### config.mk
export PLATFORM = sky130hd
export DESIGN_NAME = pixel_scheduler
export DESIGN_NICKNAME = d
export VERILOG_FILES = /design/src/rtl/pixel_scheduler.sv
export SDC_FILE = /design/constraint.sdc
export NUM_CORES = 1
export LEC_CHECK = 0
export CORE_MARGIN = 5
export CORE_UTILIZATION = 45
export DETAILED_ROUTE_END_ITERATION = 8
export GPL_ROUTABILITY_DRIVEN = 0
export PLACE_DENSITY_LB_ADDON = 0.12
export SLEW_MARGIN = 5
export SYNTH_ARGS = -nofsm -noshare
export SYNTH_HDL_FRONTEND = slang
export SYNTH_SLANG_ARGS = --single-unit
### constraint.sdc
create_clock -name sysclk -period 9.1 [get_ports sysclk]
set_clock_uncertainty 0.05 [all_clocks]
set_input_delay 1.82 -clock sysclk [delete_from_list [all_inputs] [get_ports sysclk]]
set_output_delay 1.82 -clock sysclk [all_outputs]
set_load 0.02 [all_outputs]
### src/rtl/pixel_scheduler.sv
// Raster-order pixel dispatcher for a pool of depth engines with in-order result reassembly.
// Optional frame performance counters are enabled by defining SCHED_PERF_CNT_EN.
module pixel_scheduler #(
  parameter int unsigned N_ENG       = 4,
  parameter int unsigned WORD_LENGTH = 32,
  parameter int unsigned H_RES       = 640,
  parameter int unsigned V_RES       = 480
) (
  input  logic                         sysclk,
  input  logic                         reset,
  input  logic                         frame_start,
  input  logic [9:0]                   max_iter,
  input  logic [WORD_LENGTH-1:0]       re_start,
  input  logic [WORD_LENGTH-1:0]       im_start,
  input  logic [WORD_LENGTH-1:0]       step,
  output logic [N_ENG-1:0]             eng_start,
  output logic [N_ENG*WORD_LENGTH-1:0] eng_re_c,
  output logic [N_ENG*WORD_LENGTH-1:0] eng_im_c,
  output logic [9:0]                   eng_max_iter,
  input  logic [N_ENG-1:0]             eng_done,
  input  logic [N_ENG*10-1:0]          eng_depth,
  output logic                         pix_valid,
  input  logic                         pix_ready,
  output logic [9:0]                   pix_depth,
  output logic                         pix_last,
  output logic                         busy,
  output logic                         frame_done,
  output logic [31:0]                  perf_cycles,
  output logic [31:0]                  perf_stalls
);

  localparam int unsigned PtrW  = (N_ENG > 1) ? $clog2(N_ENG) : 1;
  localparam int unsigned XW    = (H_RES > 1) ? $clog2(H_RES) : 1;
  localparam int unsigned YW    = (V_RES > 1) ? $clog2(V_RES) : 1;
  localparam int unsigned Total = H_RES * V_RES;
  localparam int unsigned CntW  = (Total > 1) ? $clog2(Total) : 1;

  typedef enum logic [1:0] {StIdle, StRun, StDrain} state_e;

  state_e                         state_q, state_d;
  logic [WORD_LENGTH-1:0]         re_start_q, re_start_d, step_q, step_d;
  logic [WORD_LENGTH-1:0]         re_q, re_d, im_q, im_d;
  logic [9:0]                     max_iter_q, max_iter_d;
  logic [XW-1:0]                  x_q, x_d;
  logic [YW-1:0]                  y_q, y_d;
  logic [PtrW-1:0]                d_ptr_q, d_ptr_d, c_ptr_q, c_ptr_d;
  logic [CntW-1:0]                out_cnt_q, out_cnt_d;
  logic [N_ENG-1:0]               inflight_q, inflight_d;
  logic [N_ENG-1:0]               slot_valid_q, slot_valid_d;
  logic [9:0]                     slot_depth_q [N_ENG];
  logic [9:0]                     slot_depth_d [N_ENG];
  logic [N_ENG-1:0]               eng_start_q, eng_start_d;
  logic [N_ENG*WORD_LENGTH-1:0]   eng_re_c_q, eng_re_c_d, eng_im_c_q, eng_im_c_d;

  logic                   start_frame, dispatch, xfer, last_disp;
  logic [PtrW-1:0]        d_idx;
  logic [XW-1:0]          cur_x;
  logic [YW-1:0]          cur_y;
  logic [WORD_LENGTH-1:0] cur_re, cur_im, cur_step, cur_re0;

  function automatic logic [PtrW-1:0] ptr_inc(input logic [PtrW-1:0] p);
    return (p == PtrW'(N_ENG - 1)) ? '0 : p + PtrW'(1);
  endfunction

  assign busy         = (state_q != StIdle);
  assign pix_valid    = slot_valid_q[c_ptr_q];
  assign pix_depth    = slot_depth_q[c_ptr_q];
  assign pix_last     = pix_valid && (out_cnt_q == CntW'(Total - 1));
  assign xfer         = pix_valid && pix_ready;
  assign frame_done   = xfer && pix_last && (state_q == StDrain);
  assign eng_start    = eng_start_q;
  assign eng_re_c     = eng_re_c_q;
  assign eng_im_c     = eng_im_c_q;
  assign eng_max_iter = max_iter_q;

  always_comb begin
    state_d      = state_q;
    re_start_d   = re_start_q;
    step_d       = step_q;
    re_d         = re_q;
    im_d         = im_q;
    max_iter_d   = max_iter_q;
    x_d          = x_q;
    y_d          = y_q;
    d_ptr_d      = d_ptr_q;
    c_ptr_d      = c_ptr_q;
    out_cnt_d    = out_cnt_q;
    inflight_d   = inflight_q;
    slot_valid_d = slot_valid_q;
    slot_depth_d = slot_depth_q;
    eng_start_d  = '0;
    eng_re_c_d   = eng_re_c_q;
    eng_im_c_d   = eng_im_c_q;

    // Pixel 0 is dispatched straight from the inputs so the first start follows frame_start.
    start_frame = (state_q == StIdle) && frame_start;
    d_idx       = start_frame ? '0 : d_ptr_q;
    cur_x       = start_frame ? '0 : x_q;
    cur_y       = start_frame ? '0 : y_q;
    cur_re      = start_frame ? re_start : re_q;
    cur_im      = start_frame ? im_start : im_q;
    cur_step    = start_frame ? step : step_q;
    cur_re0     = start_frame ? re_start : re_start_q;
    dispatch    = start_frame ||
                  ((state_q == StRun) && !inflight_q[d_ptr_q] && !slot_valid_q[d_ptr_q]);
    last_disp   = (cur_x == XW'(H_RES - 1)) && (cur_y == YW'(V_RES - 1));

    if (start_frame) begin
      state_d    = StRun;
      re_start_d = re_start;
      step_d     = step;
      max_iter_d = max_iter;
      c_ptr_d    = '0;
      out_cnt_d  = '0;
    end

    if (dispatch) begin
      eng_start_d = N_ENG'(1) << d_idx;
      eng_re_c_d[int'(d_idx)*WORD_LENGTH +: WORD_LENGTH] = cur_re;
      eng_im_c_d[int'(d_idx)*WORD_LENGTH +: WORD_LENGTH] = cur_im;
      inflight_d[d_idx] = 1'b1;
      d_ptr_d = ptr_inc(d_idx);
      if (cur_x == XW'(H_RES - 1)) begin
        x_d  = '0;
        y_d  = cur_y + YW'(1);
        re_d = cur_re0;
        im_d = cur_im - cur_step;
      end else begin
        x_d  = cur_x + XW'(1);
        y_d  = cur_y;
        re_d = cur_re + cur_step;
        im_d = cur_im;
      end
      if (last_disp) begin
        state_d = StDrain;
        x_d     = '0;
        y_d     = '0;
      end
    end

    // Results from engines not in flight (e.g. stale after reset) are dropped.
    for (int i = 0; i < int'(N_ENG); i++) begin
      if (eng_done[i] && inflight_q[i]) begin
        inflight_d[i]   = 1'b0;
        slot_valid_d[i] = 1'b1;
        slot_depth_d[i] = eng_depth[i*10 +: 10];
      end
    end

    if (xfer) begin
      slot_valid_d[c_ptr_q] = 1'b0;
      c_ptr_d   = ptr_inc(c_ptr_q);
      out_cnt_d = out_cnt_q + CntW'(1);
      if (frame_done) state_d = StIdle;
    end
  end

  always_ff @(posedge sysclk) begin
    if (reset) begin
      state_q      <= StIdle;
      re_start_q   <= '0;
      step_q       <= '0;
      re_q         <= '0;
      im_q         <= '0;
      max_iter_q   <= '0;
      x_q          <= '0;
      y_q          <= '0;
      d_ptr_q      <= '0;
      c_ptr_q      <= '0;
      out_cnt_q    <= '0;
      inflight_q   <= '0;
      slot_valid_q <= '0;
      for (int i = 0; i < int'(N_ENG); i++) slot_depth_q[i] <= '0;
      eng_start_q  <= '0;
      eng_re_c_q   <= '0;
      eng_im_c_q   <= '0;
    end else begin
      state_q      <= state_d;
      re_start_q   <= re_start_d;
      step_q       <= step_d;
      re_q         <= re_d;
      im_q         <= im_d;
      max_iter_q   <= max_iter_d;
      x_q          <= x_d;
      y_q          <= y_d;
      d_ptr_q      <= d_ptr_d;
      c_ptr_q      <= c_ptr_d;
      out_cnt_q    <= out_cnt_d;
      inflight_q   <= inflight_d;
      slot_valid_q <= slot_valid_d;
      slot_depth_q <= slot_depth_d;
      eng_start_q  <= eng_start_d;
      eng_re_c_q   <= eng_re_c_d;
      eng_im_c_q   <= eng_im_c_d;
    end
  end

`ifdef SCHED_PERF_CNT_EN
  logic [31:0] perf_cycles_q, perf_stalls_q;

  always_ff @(posedge sysclk) begin
    if (reset || start_frame) begin
      perf_cycles_q <= '0;
      perf_stalls_q <= '0;
    end else begin
      if (busy) perf_cycles_q <= perf_cycles_q + 32'd1;
      if (pix_valid && !pix_ready) perf_stalls_q <= perf_stalls_q + 32'd1;
    end
  end

  assign perf_cycles = perf_cycles_q;
  assign perf_stalls = perf_stalls_q;
`else
  assign perf_cycles = '0;
  assign perf_stalls = '0;
`endif

endmodule

### Yosys cells after proc, flatten, opt, wreduce, memory -nomap -nowiden

Index checks and enable logic that the tools add are counted.

* register bits after elaboration: 490
* bits of input ports: 154
* output and inout port bits: 348
* logic and storage cells: 122

* add/sub/neg operators: 8
* order comparisons: 6
* eq/ne operators: 7
* shift operators: 4
* mux-type cells: 44
* bitwise operators: 5
* reductions and logical operators: 25

Operators by type and width (number)
* bitwise mux 128 bit: 2
* variable part select 32 x 34 -> 128 bit: 2
* 2-to-1 mux 32 bit: 6
* variable shift 32 x 34 -> 128 bit (first input constant): 1
* 2-to-1 mux 10 bit: 5
* 2-to-1 mux 19 bit: 2
* negation 7 -> 34 bit: 1
* adder 32 bit: 1
* subtractor 32 bit: 1
* 2-to-1 mux 9 bit: 3
* binary-select mux 10 bit (select 2 bit): 1
* 2-to-1 mux 2 bit: 10
* adder 19 x 1 -> 19 bit (second input constant): 1
* == test 19 bit (second input constant): 1
* logical AND 1 bit: 14
* adder 10 x 1 -> 10 bit (second input constant): 1
* == test 10 bit (second input constant): 1
* OR reduction 2 bit: 5
* adder 9 x 1 -> 9 bit (second input constant): 1
* == test 9 bit (second input constant): 1
* < comparator 2 x 3 -> 1 bit (second input constant): 3
* 2-to-1 mux 1 bit: 9
* binary-select mux 1 bit (select 2 bit): 3
* == test 2 bit (second input constant): 3
* other kinds (16): 21

### Longest topological paths before layout

Gate-level depths: netlist (run 1).

* word-level depth: 9
* depth in mapped cells: 23

### Least setup slack after synthesis (run 1)

Ideal clock, no wire load.

* path type: input to register
* start point: input frame_start
* end point: register im_q[16]
* library setup time: 95 ps
* arrival: 7242 ps
* required time: 8955 ps
* slack: 1713 ps
* cell stages on the path: 21
* path buffers: 7
* path through: or3b_1 -> buf_2 -> buf_4 -> clkbuf_1 -> buf_2 -> buf_2 -> buf_1 -> clkbuf_1 -> mux2i_1 -> fa_1 -> a21o_1 -> a21oi_1 -> or4_1 -> and3_4 -> o31a_1 -> o41a_1 -> maj3_2 -> xor2_1 -> nor2_2 -> or4_1 -> o311ai_1

* cells in the longest elaborated chain, start to end: 4
* elaborated cells between the ends (all ways): 8

Ends and longest elaborated chain
* start, declared: line 11 `input logic frame_start,`
* logical AND 1 bit (*): line 96 `start_frame = (state_q == StIdle) && frame_start;`
* 2-to-1 mux 32 bit, or another cell as far along: line 101 `cur_im = start_frame ? im_start : im_q;`
* subtractor 32 bit or == test 10 bit (tied branches): line 127, 123
* 2-to-1 mux 32 bit: line 123 `if (cur_x == XW'(H_RES - 1)) begin`
* end signal, assigned: line 182 `im_q <= im_d;`
* end, declared: line 42 `logic [WORD_LENGTH-1:0] re_q, re_d, im_q, im_d;`

Mark *: on every way between the ends. The rest lies on a longest branch, timed or not.
A chain may end at the register's enable or synchronous reset.

### Worst setup path in the final report (run 1)

Ends and elaborated chain as after synthesis.

==> flow_summary_export.csv, run 1 <==
group,metric,value,unit
cts,cts_resized,0,
timing,rsz0062_at_grt,"no",
timing,post-route-min-period,6.55,ns
final_layout,drive_gt1_share,4.95,%
cts,holdBufCountCts,0,
setup_path,r2r_cells,15,
cts,cts_max_path_buffers,3,
placed_design,portBuffers,437,
timing,max_clock_freq,0.153,GHz
drt,drt-initial-drc-count,1736,
drt,drc,0,
grt,grt_max_degree,231,
yosys,yosysWarnings,0,
setup_path,cp-end-kind,"flop",
drt,first_pass_iters,6,
drt,vias_per_cell,5.63,
yosys,seq_area_frac_synth,40.0,%
floorplanning,core_area,53900,µm²
timing,hold_violations,0,
floorplanning,io_pins,502,
cts,cts_max_level,2,
placed_design,hpwl,60000,µm
timing,setup_violations,0,
placed_design,dp.cells,4093,
yosys,syn_area,24500,µm²
power,ir_drop,0.000144,V
power,power_density,190,nW/µm²
power,leakage,11.7,nW
floorplanning,dieWidth,243,µm
yosys,synth.distinct_cells,79,
yosys,synthCells,3160,
cts,clk_pin_slew,0.06,ns
timing,slew_violations,0,
cts,clock-sinks,490,
setup_path,slowest_delay,0.59,ns
cts,post_cts_buffers,0,
setup_path,cpMostUsedCell,"or4_1",
grt,grt_pass1_vias,22600,
cts,cts_buffers,53,
floorplanning,die_h,243,µm
grt,grt.overflow.total,0,
drt,num_vias,23600,
timing,maxSlewHeadroom,20.4,%
hold_path,hold_depth,2,
grt,grt.total_usage,27.5,%
floorplanning,dieArea,59200,µm²
yosys,synthArstFlopShare,0,%
setup_path,cp-start-kind,"input pin",
yosys,synth-seq-cells,490,
cts,cts_tree,"built",
setup_path,path_cells,"clkdlybuf4s50_1 -> nor3b_4 -> buf_4 -> mux2i_1 -> inv_1 -> ha_1 -> o21ai_0 -> or4_1 -> and3_4 -> o31a_1 -> o41a_1 -> maj3_2 -> xor2_1 -> nor2_2 -> or4_1 -> o311ai_1",
setup_path,path_class,"in2reg",
yosys,synth_edf_count,0,
grt,antenna_found_initial,7,
drt,drt_wl_total,86100,µm
floorplanning,start_util,45.5,%
floorplanning,rows,85,
hold_path,hold_path.class,"reg2reg",
flow_run,cap_violations,0,
cts,clk_latency,0.62,ns
setup_path,required,9.55,ns
grt,grt_pass1_wl,132000,µm
timing,tns,0,ns
setup_path,crit_arrival,7.00,ns
timing,timing.final.crit_share,72.0,%
setup_path,cp_slowest_cell,"mux2i_1",
final_layout,stdcell_count,4196,
setup_path,cp_max_fo,42,
drt,antenna_left,0,
power,power,0.00588,W
timing,tightest_slew,1.16,ns
drt,wl_per_cell,20.5,µm
yosys,avgSynthCellArea,7.76,µm²
run_status,status,"complete, no violations",
final_layout,area_growth,25.9,%
final_layout,final_nets,3663,
cts,cts_root_buf,"clkbuf_16",
yosys,synth_top_flop_cell,"dfxtp_1",
## metrics by stage
| stage | util [%] | hold WS, ns | setup slack, ns | instance area, µm² |
|---|---|---|---|---|
| final | 57.2 | 0.401 | 2.55 | 30900 |
| after global routing | 57.2 | 0.420 | 2.28 | 30800 |
| after CTS | 57.2 | 0.401 | 2.57 | 30800 |
| after detailed placement | 53.7 | 0.393 | 1.94 | 28900 |
| after global placement | 53.7 | 0.389 | 2.06 | 28900 |
| after floorplan | - | 0.374 | 1.71 | 24700 |
## state kept, by name (all words and copies together) (netlist names)
signal / flops
c_ptr_q: 2
d_ptr_q: 2
eng_im_c: 128
eng_max_iter: 10
eng_re_c: 128
eng_start: 4
im_q: 32
inflight_q: 4
out_cnt_q: 19
re_q: 32
re_start_q: 32
slot_depth_q: 40
slot_valid_q: 4
state_q: 2
step_q: 32
x_q: 10
y_q: 9
## synth_stat cells, types with 8 or more instances
cell | n | share of area (%)
dfxtp_1 | 490 | 40
a21oi_1 | 463 | 9.5
nor2_1 | 456 | 7.0
nor3_1 | 303 | 6.2
nand2_1 | 269 | 4.1
clkbuf_1 | 199 | 3.0
inv_1 | 95 | 1.5
o21ai_0 | 80 | 1.6
buf_4 | 67 | 2.1
xnor2_1 | 66 | 2.4
mux2i_1 | 63 | 2.6
ha_1 | 55 | 2.8
nand3_1 | 48 | 0.98
xor2_1 | 42 | 1.5
a211oi_1 | 31 | 0.95
nand2b_1 | 27 | 0.69
and2_1 | 24 | 0.61
o211ai_1 | 23 | 0.70
nor2b_1 | 22 | 0.56
a31oi_1 | 21 | 0.54
or3_1 | 20 | 0.51
a21o_1 | 19 | 0.58
maj3_1 | 19 | 0.78
a21boi_0 | 18 | 0.55
and3_1 | 17 | 0.43
buf_2 | 13 | 0.27
o31ai_1 | 12 | 0.37
mux4_2 | 11 | 1.0
nand4_1 | 11 | 0.28
mux2_2 | 10 | 0.46
buf_1 | 9 | 0.14
o21a_1 | 9 | 0.28
o21ai_1 | 9 | 0.18
a221oi_1 | 8 | 0.29
nand3b_1 | 8 | 0.25
nor3b_1 | 8 | 0.25
o21bai_1 | 8 | 0.25
## path summary, 6_finish.rpt
check / from / to / slack [ns]
max: frame_start / im_q[16] / 2.55
min: re_start_q[25] / re_start_q[25] / 0.40
max reg2reg: state_q[0] / im_q[16] / 3.89
min reg2reg: re_start_q[25] / re_start_q[25] / 0.40
## cells by family (layout without fill, tap and decap cells)
group / Yosys count / in the layout / share of synthesized area, %
adder cells (fa/ha/maj): 78 / 78 / 3.84
AO/OA/AOI/OAI: 765 / 765 / 18.0
AND/OR/NAND/NOR: 1248 / 1248 / 23.0
buffers and inverters: 384 / 657 / 7.00
multiplexers: 86 / 86 / 4.23
other: 1 / 68 / 0.0153
XOR/XNOR: 108 / 108 / 3.86
flip-flops: 490 / 490 / 40.0
## final cells by class
cell class / instances / area [µm²]
antenna: 4 / 10.0
timing repair buffer: 463 / 4600
tap: 696 / 871
inverter: 95 / 357
multi-input combinational: 2349 / 13300
fill: 4910 / 23100
sequential: 490 / 9810
clock inverter: 29 / 422
clock buffer: 70 / 1490
## layout by cell type (no fill, tap or decap), types with 9 or more instances in the layout
master,Yosys,layout
a211oi_1,31,31
a21boi_0,18,16
a21o_1,19,19
a21oi_1,463,463
a31oi_1,21,21
and2_1,24,24
and3_1,17,17
buf_4,67,24
bufinv_16,0,9
clkbuf_16,0,54
clkdlybuf4s50_1,0,436
clkinv_2,0,9
conb_1,1,64
dfxtp_1,490,490
ha_1,55,55
inv_1,95,95
maj3_1,19,19
mux2_2,10,10
mux2i_1,63,63
mux4_2,11,11
nand2_1,269,262
nand2b_1,27,27
nand3_1,48,48
nand4_1,11,11
nor2_1,456,455
nor2b_1,22,22
nor3_1,303,303
o211ai_1,23,23
o21a_1,9,9
o21ai_0,80,80
o21ai_1,9,9
o31ai_1,12,11
or3_1,20,19
xnor2_1,66,66
xor2_1,42,42
## power by group
part | total (W) | switching (W) | internal, W
Combinational | 0.00123 | 0.000794 | 0.000439
Sequential | 0.00229 | 0.0000587 | 0.00223
Clock | 0.00236 | 0.000942 | 0.00142
## layer usage
layer	wire, µm	part of all wire, %	track usage, %	vias up
met4	3620	4.2	11.1	4
li1	-	-	-	11400
met3	6920	8.0	6.72	151
met2	39300	46	44.1	857
met5	28	0.033	0	-
met1	36300	42	35.8	11200
## critical path, delay by kind of cell
kind	cells	cell delay (ns)
AND/OR/NAND/NOR	5	1.46
XOR/XNOR	1	0.17
buffers and inverters	3	1.19
AO/OA/AOI/OAI	4	1.04
multiplexers	1	0.59
adder cells (fa/ha/maj)	2	0.71
No activity file was read; power rests on OpenSTA's default activity.
==> run 2, diff against run 1 <==
Clock period 9.1 ns to 6.9 ns, I/O delays scaled along.
==> flow_summary_export.csv, run 2 (synthesis gave the netlist of run 1 again) <==
group,metric,value,unit
setup_path,path_class,"in2reg",
timing,timing.final.crit_share,83.8,%
final_layout,final_nets,3695,
floorplanning,io_pins,502,
grt,antenna_found_initial,9,
hold_path,hold_depth,2,
final_layout,layout_commonest_cell,"dfxtp_1",
floorplanning,core_area,53900,µm²
grt,grt.total_usage,27.4,%
cts,cts_max_path_buffers,3,
hold_path,hold_path.class,"reg2reg",
timing,maxSlewHeadroom,21.4,%
setup_path,cp_top_family,"compound AO/OA/AOI/OAI gates",
setup_path,crit_arrival,6.24,ns
timing,rsz0062_at_grt,"no",
final_layout,drive_gt1_share,5.78,%
setup_path,cp-end-kind,"flop",
setup_path,crit_buf_inv,3,
floorplanning,die_h,243,µm
timing,hold_violations,0,
timing,slew_violations,0,
timing,max_clock_freq,0.173,GHz
cts,clk_latency,0.61,ns
cts,holdBufCountCts,0,
grt,grt_pass1_vias,22700,
floorplanning,start_util,45.5,%
drt,num_vias,23800,
placed_design,portBuffers,437,
cts,clock-sinks,490,
setup_path,cp_max_fo,92,
power,leakage,11.9,nW
setup_path,slowest_delay,0.54,ns
floorplanning,dieArea,59200,µm²
cts,clk_pin_slew,0.06,ns
run_status,status,"complete, no violations",
drt,drt-initial-drc-count,1872,
cts,cts_resized,0,
timing,tns,0,ns
drt,drc,0,
timing,tightest_slew,1.18,ns
drt,antenna_left,0,
flow_run,cap_violations,0,
timing,setup_violations,0,
cts,post_cts_buffers,0,
setup_path,cp-start-kind,"input pin",
drt,vias_per_cell,5.62,
cts,cts_buffers,54,
power,ir_drop,0.000202,V
grt,grt_pass1_wl,132000,µm
timing,post-route-min-period,5.78,ns
final_layout,final_cell_area,31200,µm²
placed_design,placed_cell_area,29200,µm²
cts,cts_max_level,2,
timing,finalWorstSetupSlack,1.12,ns
grt,grt_max_degree,151,
final_layout,layout_common_cells,"dfxtp_1, a21oi_1, nor2_1",
setup_path,path_cells,"clkdlybuf4s50_1 -> nor3b_4 -> buf_12 -> mux2i_1 -> inv_1 -> ha_1 -> maj3_1 -> mux2_2 -> a21oi_1 -> o2bb2ai_1 -> a31oi_1 -> o211ai_1 -> a221oi_2 -> o21ai_1 -> or4_1 -> o311ai_1",
drt,drt_wl_total,86300,µm
setup_path,cp_slowest_cell,"nor3b_4",
floorplanning,dieWidth,243,µm
placed_design,place_ws,0.583,ns
grt,grt.overflow.total,0,
placed_design,hpwl,60600,µm
setup_path,r2r_cells,15,
power,power_density,248,nW/µm²
drt,first_pass_iters,6,
setup_path,required,7.36,ns
floorplanning,rows,85,
final_layout,area_growth,27.1,%
drt,wl_per_cell,20.4,µm
cts,cts_root_buf,"clkbuf_16",
setup_path,worst-path-stages,16,
cts,cts_tree,"built",
[run 2: stage by stage]
step	cells	utilization, %	power, W	hold slack, ns
finish	4230	57.8	0.00774	0.400
global route	4228	57.8	0.00806	0.420
CTS	4224	57.8	0.00776	0.401
detailed placement	4124	54.2	0.00471	0.393
global placement	4124	54.2	0.00468	0.389
floorplan	3223	-	0.00417	0.374
[run 2: power breakdown]
group | internal (W) | total [W] | switching (W)
sequential | 0.00294 | 0.00302 | 0.0000794
clock | 0.00184 | 0.00306 | 0.00122
combinational | 0.000608 | 0.00166 | 0.00105
total | 0.00539 | 0.00774 | 0.00235
[run 2: cell type report]
class	instances	area, µm²
Fill cell	4895	22800
Multi-Input combinational cell	2349	13300
Sequential cell	490	9810
Timing Repair Buffer	494	4920
Clock buffer	74	1560
Tap cell	696	871
Inverter	95	357
Clock inverter	26	339
Antenna cell	6	15.0
[run 2: worst paths after layout]
| kind | startpoint | to | slack (ns) |
|---|---|---|---|
| hold reg to reg | im_q[4] | im_q[4] | 0.40 |
| hold / removal | im_q[4] | im_q[4] | 0.40 |
| setup reg to reg | state_q[0] | im_q[27] | 2.02 |
| setup / recovery | frame_start | im_q[27] | 1.12 |
[run 2: routing by layer]
layer  wire length [µm]  global-route usage [%]  share of wire (%)  vias up
li1                   -                       -                  -    11500
met1              36200                    35.2                 42    11300
met2              39900                    45.1                 46      888
met3               7000                    6.39                8.1      145
met4               3190                    10.2                3.7       10
met5                 75                       0              0.087        -
[run 2: worst reg2reg max path: stages (launching register included)]
cell and delay [ns]:
dfxtp_1 0.37, nor3b_4 0.55, buf_12 0.42, mux2i_1 0.37, inv_1 0.10, ha_1 0.26
maj3_1 0.37, mux2_2 0.28, a21oi_1 0.13, o2bb2ai_1 0.09, a31oi_1 0.37, o211ai_1 0.30
a221oi_2 0.47, o21ai_1 0.16, or4_1 0.41, o311ai_1 0.08
